## config.mk

```make
export PLATFORM = sky130hd
export DESIGN_NAME = adc_spi_reader
export DESIGN_NICKNAME = d
export VERILOG_FILES = /design/src/rtl/pmodadc_pkg.sv /design/src/rtl/tick_gen.sv /design/src/rtl/adc_spi_reader.sv
export SDC_FILE = /design/constraint.sdc
export NUM_CORES = 1
export LEC_CHECK = 0
export BUFFER_PORTS_ARGS = -buffer_cell sky130_fd_sc_hd__clkbuf_2
export CAP_MARGIN = 10
export CORE_ASPECT_RATIO = 0.7
export CORE_MARGIN = 2
export CORE_UTILIZATION = 50
export CTS_CLUSTER_DIAMETER = 150
export DETAILED_ROUTE_END_ITERATION = 12
export PLACE_DENSITY = 0.72
export SYNTH_ARGS = -nofsm -noshare
export SYNTH_HDL_FRONTEND = slang
export SYNTH_SLANG_ARGS = --single-unit
```

## constraint.sdc

```tcl
create_clock -name clk_i -period 2.3 [get_ports clk_i]
set_input_delay 0.46 -clock clk_i [delete_from_list [all_inputs] [get_ports clk_i]]
set_output_delay 0.46 -clock clk_i [all_outputs]
set_load 0.03 [all_outputs]
```

## src/rtl/pmodadc_pkg.sv

```systemverilog
// Shared definitions for the PmodADC reader and the 16-bit shift-out stage.
// Frame layout: 4 leading zeros, then a 12-bit sample MSB-first.
package pmodadc_pkg;

  localparam int ADC_FRAME_BITS = 16;
  localparam int ADC_DATA_BITS  = 12;
  localparam int ADC_LEAD_BITS  = 4;
  localparam int SAMPLE_W       = 16;

  typedef enum logic [2:0] {
    ST_IDLE  = 3'd0,
    ST_SETUP = 3'd1,
    ST_LOW   = 3'd2,
    ST_HIGH  = 3'd3,
    ST_DONE  = 3'd4
  } state_e;

endpackage

```

## src/rtl/tick_gen.sv

```systemverilog
// Free-running period counter; tick_o is high for the single cycle in which
// the count equals SAMPLE_PERIOD-1.
module tick_gen #(
  parameter int SAMPLE_PERIOD = 272
) (
  input  logic clk_i,
  input  logic reset_ni,
  output logic tick_o
);

  localparam int CNT_W = (SAMPLE_PERIOD > 1) ? $clog2(SAMPLE_PERIOD) : 1;
  localparam logic [CNT_W-1:0] CNT_LAST = CNT_W'(SAMPLE_PERIOD - 1);

  logic [CNT_W-1:0] cnt_q;

  always_ff @(posedge clk_i or negedge reset_ni) begin
    if (!reset_ni) begin
      cnt_q <= '0;
    end else if (cnt_q == CNT_LAST) begin
      cnt_q <= '0;
    end else begin
      cnt_q <= cnt_q + CNT_W'(1);
    end
  end

  assign tick_o = (cnt_q == CNT_LAST);

endmodule

```

## src/rtl/adc_spi_reader.sv

```systemverilog
// Periodic SPI master for an AD7476-style ADC. One 16-bit frame per enabled
// period tick; the sample is presented left-justified on data_o.
module adc_spi_reader
  import pmodadc_pkg::*;
#(
  parameter int CLK_DIV           = 2,
  parameter int SAMPLE_PERIOD     = 272,
  parameter bit SKIP_PERIOD_CHECK = 1'b0
) (
  input  logic                clk_i,
  input  logic                reset_ni,
  input  logic                enable_i,
  input  logic                sdata_i,
  output logic                cs_no,
  output logic                sclk_o,
  output logic [SAMPLE_W-1:0] data_o,
  output logic                data_rdy_o,
  output logic                frame_err_o,
  output logic                overrun_o,
  output state_e              state_o
);

  if (CLK_DIV < 2) begin : g_bad_div
    $error("adc_spi_reader: CLK_DIV must be at least 2");
  end
  if (!SKIP_PERIOD_CHECK && (SAMPLE_PERIOD < 33 * CLK_DIV + 2)) begin : g_bad_period
    $error("adc_spi_reader: SAMPLE_PERIOD too short for one frame");
  end

  localparam int DIV_W = $clog2(CLK_DIV);
  localparam logic [DIV_W-1:0] DIV_LAST = DIV_W'(CLK_DIV - 1);
  localparam int BIT_W = $clog2(ADC_FRAME_BITS + 1);
  localparam logic [BIT_W-1:0] BIT_LAST = BIT_W'(ADC_FRAME_BITS);

  state_e                    state_q, state_d;
  logic [DIV_W-1:0]          div_q, div_d;
  logic [BIT_W-1:0]          bits_q, bits_d;
  logic [ADC_FRAME_BITS-1:0] sr_q, sr_d;
  logic [SAMPLE_W-1:0]       data_q, data_d;
  logic                      cs_q, cs_d, sclk_q, sclk_d;
  logic                      rdy_q, rdy_d, err_q, err_d, ovr_q, ovr_d;
  logic                      tick, div_done;

  tick_gen #(.SAMPLE_PERIOD(SAMPLE_PERIOD)) u_tick (
    .clk_i   (clk_i),
    .reset_ni(reset_ni),
    .tick_o  (tick)
  );

  assign div_done = (div_q == DIV_LAST);

  always_ff @(posedge clk_i or negedge reset_ni) begin
    if (!reset_ni) begin
      state_q <= ST_IDLE;
      div_q   <= '0;
      bits_q  <= '0;
      sr_q    <= '0;
      data_q  <= '0;
      cs_q    <= 1'b1;
      sclk_q  <= 1'b1;
      rdy_q   <= 1'b0;
      err_q   <= 1'b0;
      ovr_q   <= 1'b0;
    end else begin
      state_q <= state_d;
      div_q   <= div_d;
      bits_q  <= bits_d;
      sr_q    <= sr_d;
      data_q  <= data_d;
      cs_q    <= cs_d;
      sclk_q  <= sclk_d;
      rdy_q   <= rdy_d;
      err_q   <= err_d;
      ovr_q   <= ovr_d;
    end
  end

  // SCLK falls on entry to LOW (ADC shifts out), rises on entry to HIGH,
  // which is also when sdata_i is captured: a full half-period after the fall.
  always_comb begin
    state_d = state_q;
    div_d   = div_q + DIV_W'(1);
    bits_d  = bits_q;
    sr_d    = sr_q;
    data_d  = data_q;
    cs_d    = cs_q;
    sclk_d  = sclk_q;
    rdy_d   = 1'b0;
    err_d   = err_q;
    ovr_d   = ovr_q | (tick && (state_q != ST_IDLE));
    case (state_q)
      ST_IDLE: begin
        div_d = '0;
        if (tick && enable_i) begin
          cs_d    = 1'b0;
          state_d = ST_SETUP;
        end
      end
      ST_SETUP: begin
        if (div_done) begin
          div_d   = '0;
          sclk_d  = 1'b0;
          state_d = ST_LOW;
        end
      end
      ST_LOW: begin
        if (div_done) begin
          div_d   = '0;
          sclk_d  = 1'b1;
          sr_d    = {sr_q[ADC_FRAME_BITS-2:0], sdata_i};
          bits_d  = bits_q + BIT_W'(1);
          state_d = ST_HIGH;
        end
      end
      ST_HIGH: begin
        if (div_done) begin
          div_d = '0;
          if (bits_q == BIT_LAST) begin
            cs_d    = 1'b1;
            data_d  = {sr_q[ADC_DATA_BITS-1:0], {ADC_LEAD_BITS{1'b0}}};
            err_d   = |sr_q[ADC_FRAME_BITS-1 -: ADC_LEAD_BITS];
            rdy_d   = 1'b1;
            state_d = ST_DONE;
          end else begin
            sclk_d  = 1'b0;
            state_d = ST_LOW;
          end
        end
      end
      ST_DONE: begin
        div_d   = '0;
        bits_d  = '0;
        state_d = ST_IDLE;
      end
      default: begin
        state_d = ST_IDLE;
        div_d   = '0;
        bits_d  = '0;
        cs_d    = 1'b1;
        sclk_d  = 1'b1;
        err_d   = 1'b0;
        ovr_d   = ovr_q;
      end
    endcase
  end

  // data_rdy_o is a single-cycle strobe with no back-pressure: data_o and
  // frame_err_o are valid from that cycle until the next strobe.
  assign cs_no       = cs_q;
  assign sclk_o      = sclk_q;
  assign data_o      = data_q;
  assign data_rdy_o  = rdy_q;
  assign frame_err_o = err_q;
  assign overrun_o   = ovr_q;
  assign state_o     = state_q;

endmodule

```

==> results of run 1 <==
==> flip-flops by register name (all words and copies together), names as in the netlist, 3 cells and up <==
| signal | flops |
|---|---|
| bits_q | 5 |
| sr_q | 16 |
| u_tick.cnt_q | 9 |
| data_o | 12 |
| state_o | 3 |
==> metal layers <==
metal	GRT usage (%)	part of all wire [%]	vias to the layer above
li1	-	-	652
met1	22.0	47	704
met2	25.8	47	35
met3	4.08	4.5	6
met4	9.52	2.0	0
met5	0	0	-
==> cell usage in the layout (no fill, tap or decap), types with 2 or more instances in the layout <==
| cell type | synthesis | layout |
|---|---|---|
| xor2_1 | 4 | 4 |
| nor3_1 | 3 | 3 |
| conb_1 | 1 | 4 |
| and2_1 | 2 | 2 |
| mux2_2 | 13 | 13 |
| ha_1 | 3 | 3 |
| nand3_1 | 5 | 5 |
| o211ai_1 | 4 | 4 |
| clkbuf_2 | 0 | 23 |
| buf_4 | 4 | 2 |
| nand2_1 | 9 | 9 |
| a21oi_1 | 3 | 3 |
| inv_1 | 8 | 8 |
| clkbuf_8 | 0 | 5 |
| or4_1 | 3 | 3 |
| dfrtp_1 | 49 | 49 |
| dfstp_2 | 2 | 2 |
| nor4_1 | 3 | 3 |
| mux2_4 | 17 | 17 |
| and3_1 | 2 | 2 |
| nor2_1 | 5 | 5 |
| a31oi_1 | 2 | 2 |
==> worst min-delay path by stage <==
stage                          startpoint               to  slack [ns]  cells past startpoint
after floorplan                  reset_ni        bits_q[0]        0.16                      0
after CTS                        reset_ni         sr_q[13]        0.26                      2
after global placement          overrun_o        overrun_o        0.44                      1
after global routing             reset_ni  u_tick.cnt_q[1]        0.30                      2
final                            reset_ni      frame_err_o        0.24                      2
after detailed placement  u_tick.cnt_q[0]  u_tick.cnt_q[0]        0.46                      1
==> synth_stat cells (2+ instances only) <==
cell type / n
mux2_2: 13
a21oi_1: 3
inv_1: 8
nor4_1: 3
nor3_1: 3
nor2_1: 5
dfstp_2: 2
a31oi_1: 2
or4_1: 3
buf_4: 4
ha_1: 3
dfrtp_1: 49
mux2_4: 17
o211ai_1: 4
xor2_1: 4
clkbuf_1: 2
and3_1: 2
nand3_1: 5
and2_1: 2
buf_6: 4
nand2_1: 9
==> through the flow <==
stage	total power [mW]	utilization, %	hold slack, ns
floorplan	0.928	-	0.164
global placement	0.943	54.8	0.442
detailed placement	0.944	54.8	0.459
CTS	1.58	57.5	0.264
global route	1.62	57.5	0.305
finish	1.56	57.5	0.238
==> layout make-up <==
class | instances | area (um2) | area share [%]
well taps | 55 | 68.8 | 2.73
repair buffers | 25 | 130 | 5.17
flip-flops and latches | 51 | 1280 | 50.8
clock inverters | 3 | 47.5 | 1.89
inverters | 8 | 30.0 | 1.19
clock buffers | 5 | 68.8 | 2.73
multi-input cells | 103 | 892 | 35.5
==> power breakdown <==
part	internal, mW	switching (mW)
Sequential	0.896	0
Clock	0.330	0.302
Combinational	0.00307	0.0256
Total	1.23	0.328
==> cells by family (layout without fill, tap and decap cells) <==
logic type | count (synthesis) | count (layout) | share of synthesized area [%]
simple gates | 41 | 41 | 10.9
compound gates | 19 | 19 | 5.90
other cells | 1 | 4 | 0.164
flops | 51 | 51 | 55.8
fa+ha+maj | 3 | 3 | 1.64
mux | 31 | 31 | 18.0
buf+inv | 19 | 41 | 5.79
xor+xnor | 5 | 5 | 1.91
==> worst max-delay path, cell delays in order, from the launching register on <==
cell and delay [ns]:
dfrtp_1 0.42, inv_1 0.07, ha_1 0.15, and4bb_1 0.30, and4_4 0.41, mux2_2 0.37
==> impl_metrics.csv, run 1 <==
group,metric,value,unit
yosys,ys_types,44,
routing,viasPerCell,5.59,
yosys,synth_top_area_share,53.5,%
floorplan,die_h,60.7,um
layout,layout-drive-gt1-share,34.9,%
timing,worst_pin_slew,0.625,ns
power,peakVddDrop,0.000383,V
routing,via_count,1397,
timing,fmax,0.546,GHz
layout,design_area,2520,um2
place,io_buffer_count,23,
place,place_congestion,0.789,
yosys,ys_seq_area_share,55.8,%
power,p_per_area,619,nW/um2
power,p_leak,1.23,nW
setup_path,setup.worst_path.end,"data_o[5]",
setup_path,worstReg2RegStart,"bits_q[0]",
floorplan,initial_core_util,52.3,%
setup_path,r2r_setup_slack,0.47,ns
clocking,htreeDepth,2,
setup_path,cp-end-kind,"register",
yosys,async_reset_ff_share,100,%
clocking,cts-buffers-inserted,5,
layout,num_antenna_cells,0,
setup_path,arrival,2.02,ns
hold_path,holdCritPathClass,"input port to asynchronous set/reset pin",
routing,drtPass1Iterations,4,
place,hpwl,2600,um
setup_path,rr_endpoint,"data_o[5]",
layout,nFillCells,344,
timing,drv_slew,0,
clocking,cts_buffer_depth,2,
routing,drc,0,
layout,layout.cells.non_filler,250,
place,numPlacedInstances,242,
outcome,outcome,"completed",
clocking,hold_buffers,0,
timing,clock_skew,0.00825,ns
global_routing,first_global_vias,1338,
setup_path,reg2reg_depth,5,
setup_path,path_class,"register to register",
clocking,clkTransAtPathRegs,0.09,ns
timing,setup-tns-final,0,ns
routing,drtIter0Drc,106,
global_routing,grt_max_degree,52,
yosys,synth_area_leaders,"dfrtp_1 (53%), mux2_4 (11%), mux2_2 (6.4%)",
clocking,cts_sinks,51,
clocking,root_buffer,"clkbuf_8",
clocking,cts_tree,"built",
place,place_area,2400,um2
yosys,ys_warn_count,0,
routing,wl_per_cell,14.9,um
yosys,avgSynthCellArea,13.5,um2
yosys,synth_seq_cells,51,
floorplan,dieArea,5150,um2
floorplan,pin_count,28,
global_routing,grt_antenna_before_repair,0,
clocking,post_cts_buffers,0,
global_routing,grt.overflow.total,0,
setup_path,crit_fanout,13,
place,dp_slack,0.482,ns
yosys,yosys.area.top_type,"dfrtp_1",
global_routing,grt_pass1_wl,6430,um
timing,finalCritPeriodShare,79.6,%
timing,slew-limit-headroom,58.3,%
setup_path,worstPathRequired,2.49,ns
timing,hold_viol,0,
clocking,postCtsResizedCells,0,
yosys,synth-edff-count,0,
timing,setup_viol,0,
routing,drt-total-wl,3730,um
clocking,clk_latency,0.31,ns
floorplan,core,4380,um2
flow_run,cap_violations,0,
floorplan,die_width,84.9,um
timing,rsz0062_at_grt,"no",
global_routing,globalRouteTotalUtil,16.6,%
routing,ant_nets,0,
layout,syn_to_final_growth,9.77,%
setup_path,worstSetupStartpointType,"register",
floorplan,row_count,20,
timing,period_needed,1.83,ns
setup_path,crit_start,"bits_q[0]",
yosys,syn_inst,170,
yosys,ys.flop_type,"dfrtp_1",
timing,layout_setup_ws,0.470,ns
yosys,synth_area,2290,um2
layout,nets,201,
No activity file was read; power rests on OpenSTA's default activity.
==> run 2, diff against run 1 <==
--- a/config.mk
+++ b/config.mk
@@ -12,7 +12,7 @@
 export CORE_UTILIZATION = 50
 export CTS_CLUSTER_DIAMETER = 150
 export DETAILED_ROUTE_END_ITERATION = 12
-export PLACE_DENSITY = 0.72
+export PLACE_DENSITY = 0.75
 export SYNTH_ARGS = -nofsm -noshare
 export SYNTH_HDL_FRONTEND = slang
 export SYNTH_SLANG_ARGS = --single-unit
==> constraint.sdc (replaced) <==
create_clock -name clk_i -period 1.55 [get_ports clk_i]
set_input_delay 0.31 -clock clk_i [delete_from_list [all_inputs] [get_ports clk_i]]
set_output_delay 0.31 -clock clk_i [all_outputs]
set_load 0.03 [all_outputs]
==> run 2 against run 1 <==
Compared with the run above:
- the flow now finishes with violations (negative setup slack)
- critical path depth stayed put
- count of clock-buffer cells in the layout stayed put
- core utilization is 4.6 points higher
- combinational power is 74% higher
- first-iteration DRC count is 25% higher
- largest cell class unchanged
==> impl_metrics.csv, run 2 (synthesized netlist as in run 1, its figures left out) <==
group,metric,value,unit
flow_run,cap_violations,0,
setup_path,worstPathRequired,1.75,ns
timing,finalCritPeriodShare,108,%
setup_path,cp_slowest_cell,"dfrtp_1",
place,dp_slack,-0.139,ns
power,power,2.20,mW
outcome,outcome,"finished with violations",
clocking,cts-buffers-inserted,5,
timing,fmax,0.600,GHz
place,place_area,2520,um2
timing,layout_setup_ws,-0.118,ns
floorplan,die_h,60.7,um
outcome,violations,"negative setup slack",
floorplan,pin_count,28,
place,numPlacedInstances,255,
clocking,cts_tree,"built",
routing,dr_wl_met2,2100,um
setup_path,path_cells,"inv_1 > ha_1 > and4bb_2 > and4_4 > mux2_4",
setup_path,path_class,"register to register",
routing,wl_per_cell,16.8,um
routing,viasPerCell,5.49,
power,p_leak,1.32,nW
floorplan,row_count,20,
layout,regArea,1280,um2
timing,period_needed,1.67,ns
floorplan,dieArea,5150,um2
routing,via_count,1482,
layout,multiInputGateArea,958,um2
layout,syn_to_final_growth,18.5,%
layout,layout.cells.non_filler,270,
clocking,htreeDepth,2,
clocking,cts_sinks,51,
clocking,root_buffer,"clkbuf_8",
hold_path,holdCritPathClass,"input port to register",
place,io_buffer_count,23,
global_routing,globalRouteTotalUtil,19.4,%
routing,drc,0,
floorplan,die_width,84.9,um
floorplan,initial_core_util,52.3,%
timing,hold_viol,0,
clocking,cts_buffer_depth,2,
layout,nFillCells,342,
floorplan,core,4380,um2
setup_path,worstSetupStartpointType,"register",
layout,largest_register,"sr_q",
setup_path,crit_fanout,7,
routing,drtPass1Iterations,4,
layout,nets,221,
power,p_int,1.67,mW
setup_path,arrival,1.87,ns
timing,setup_viol,13,
timing,drv_slew,0,
routing,routed.top_layer,"met4",
layout,fin_util,62.0,%
setup_path,cp-end-kind,"register",
routing,met1_length,2200,um
power,pwr-share-clk,37.4,%
power,pwr-share-seq,60.3,%
place,hpwl,3040,um
clocking,clkTransAtPathRegs,0.11,ns
power,peakVddDrop,0.000488,V
global_routing,first_global_vias,1454,
layout,num_antenna_cells,0,
routing,dr_wl_met3,192,um
global_routing,grt_max_degree,40,
routing,drt-total-wl,4520,um
routing,drtIter0Drc,133,
layout,largest_reg_flops,16,
power,p_per_area,812,nW/um2
layout,final_cell_mix,"dfrtp_1 (47), clkbuf_2 (23), mux2_4 (21)",
timing,clock_skew,0.00949,ns
global_routing,grt.overflow.total,0,
layout,design_area,2720,um2
power,p_sw,0.529,mW
power,pwr-share-comb,2.3,%
timing,rsz0062_at_grt,"yes",
layout,mostFrequentLayoutCell,"dfrtp_1",
power,swShare,24.0,%
timing,setup-tns-final,-1.18,ns
global_routing,grt_antenna_before_repair,0,
layout,layout-drive-gt1-share,44.2,%
global_routing,grt_pass1_wl,7530,um
timing,hold_slack,0.226,ns
setup_path,crit_path_max_incr_delay,0.39,ns
clocking,clk_latency,0.31,ns
place,place_congestion,0.874,
routing,ant_nets,0,
[run 2: cell types whose count changed in the layout (fill, tap and decap cells not counted), moves of 2 or more]
| cell | delta |
|---|---|
| buf_4 | +16 |
| mux2_4 | +4 |
| dfrtp_1 | -2 |
| dfrtp_2 | +2 |
| and2_1 | -2 |
| mux2_2 | -4 |
| and2_4 | +3 |
[run 2: area by class of cell]
cell class                 instances  share of cell area [%]
clock inverter                     3                    1.06
multi-input combinational        105                    35.3
tap                               55                    2.53
inverter                           8                    1.11
timing repair buffer              43                    10.3
sequential                        51                    47.2
clock buffer                       5                    2.53
[run 2: power by group through the flow]
stage / combinational (mW) / clock, mW / sequential [mW]
after floorplan: 0.0212 / 0 / 1.36
after global placement: 0.0472 / 0 / 1.36
after detailed placement: 0.0491 / 0 / 1.36
after CTS: 0.0520 / 0.839 / 1.33
after global routing: 0.0569 / 0.903 / 1.33
final: 0.0499 / 0.825 / 1.33
[run 2: worst paths after layout]
| check | from | to | slack, ns | cells past startpoint |
|---|---|---|---|---|
| hold reg to reg | overrun_o | overrun_o | 0.47 | 1 |
| setup reg to reg | bits_q[0] | data_o[12] | -0.12 | 5 |
| max in group asynchronous | reset_ni | sclk_o | 0.55 | 3 |
| setup / recovery | bits_q[0] | data_o[12] | -0.12 | 5 |
| min in group asynchronous | reset_ni | overrun_o | 0.43 | 2 |
| hold / removal | sdata_i | sr_q[0] | 0.23 | 2 |
[run 2: per-layer routing]
| layer | up-vias | global-route usage, % |
|---|---|---|
| met5 | - | 0 |
| met4 | 0 | 5.67 |
| met3 | 4 | 5.71 |
| met2 | 36 | 29.7 |
| met1 | 750 | 27.5 |
| li1 | 692 | - |
[run 2: critical path, delay by kind of cell, from the launching register on]
family,cells,cell delay (ns)
and+or+nand+nor,2,0.63
DFF,1,0.39
muxes,1,0.31
adders and majority gates,1,0.16
buffers and inverters,1,0.06
[run 2: repair_timing]
item / 4_1_cts / 5_1_grt
hold buffers: 1 / 0
pin swaps: 1 / 3
resized for setup: 9 / 3
setup buffers: 1 / 3
setup endpoints to repair: 14 / 25
gates cloned: 1 / 1
endpoints found under the hold margin: 11 / 0
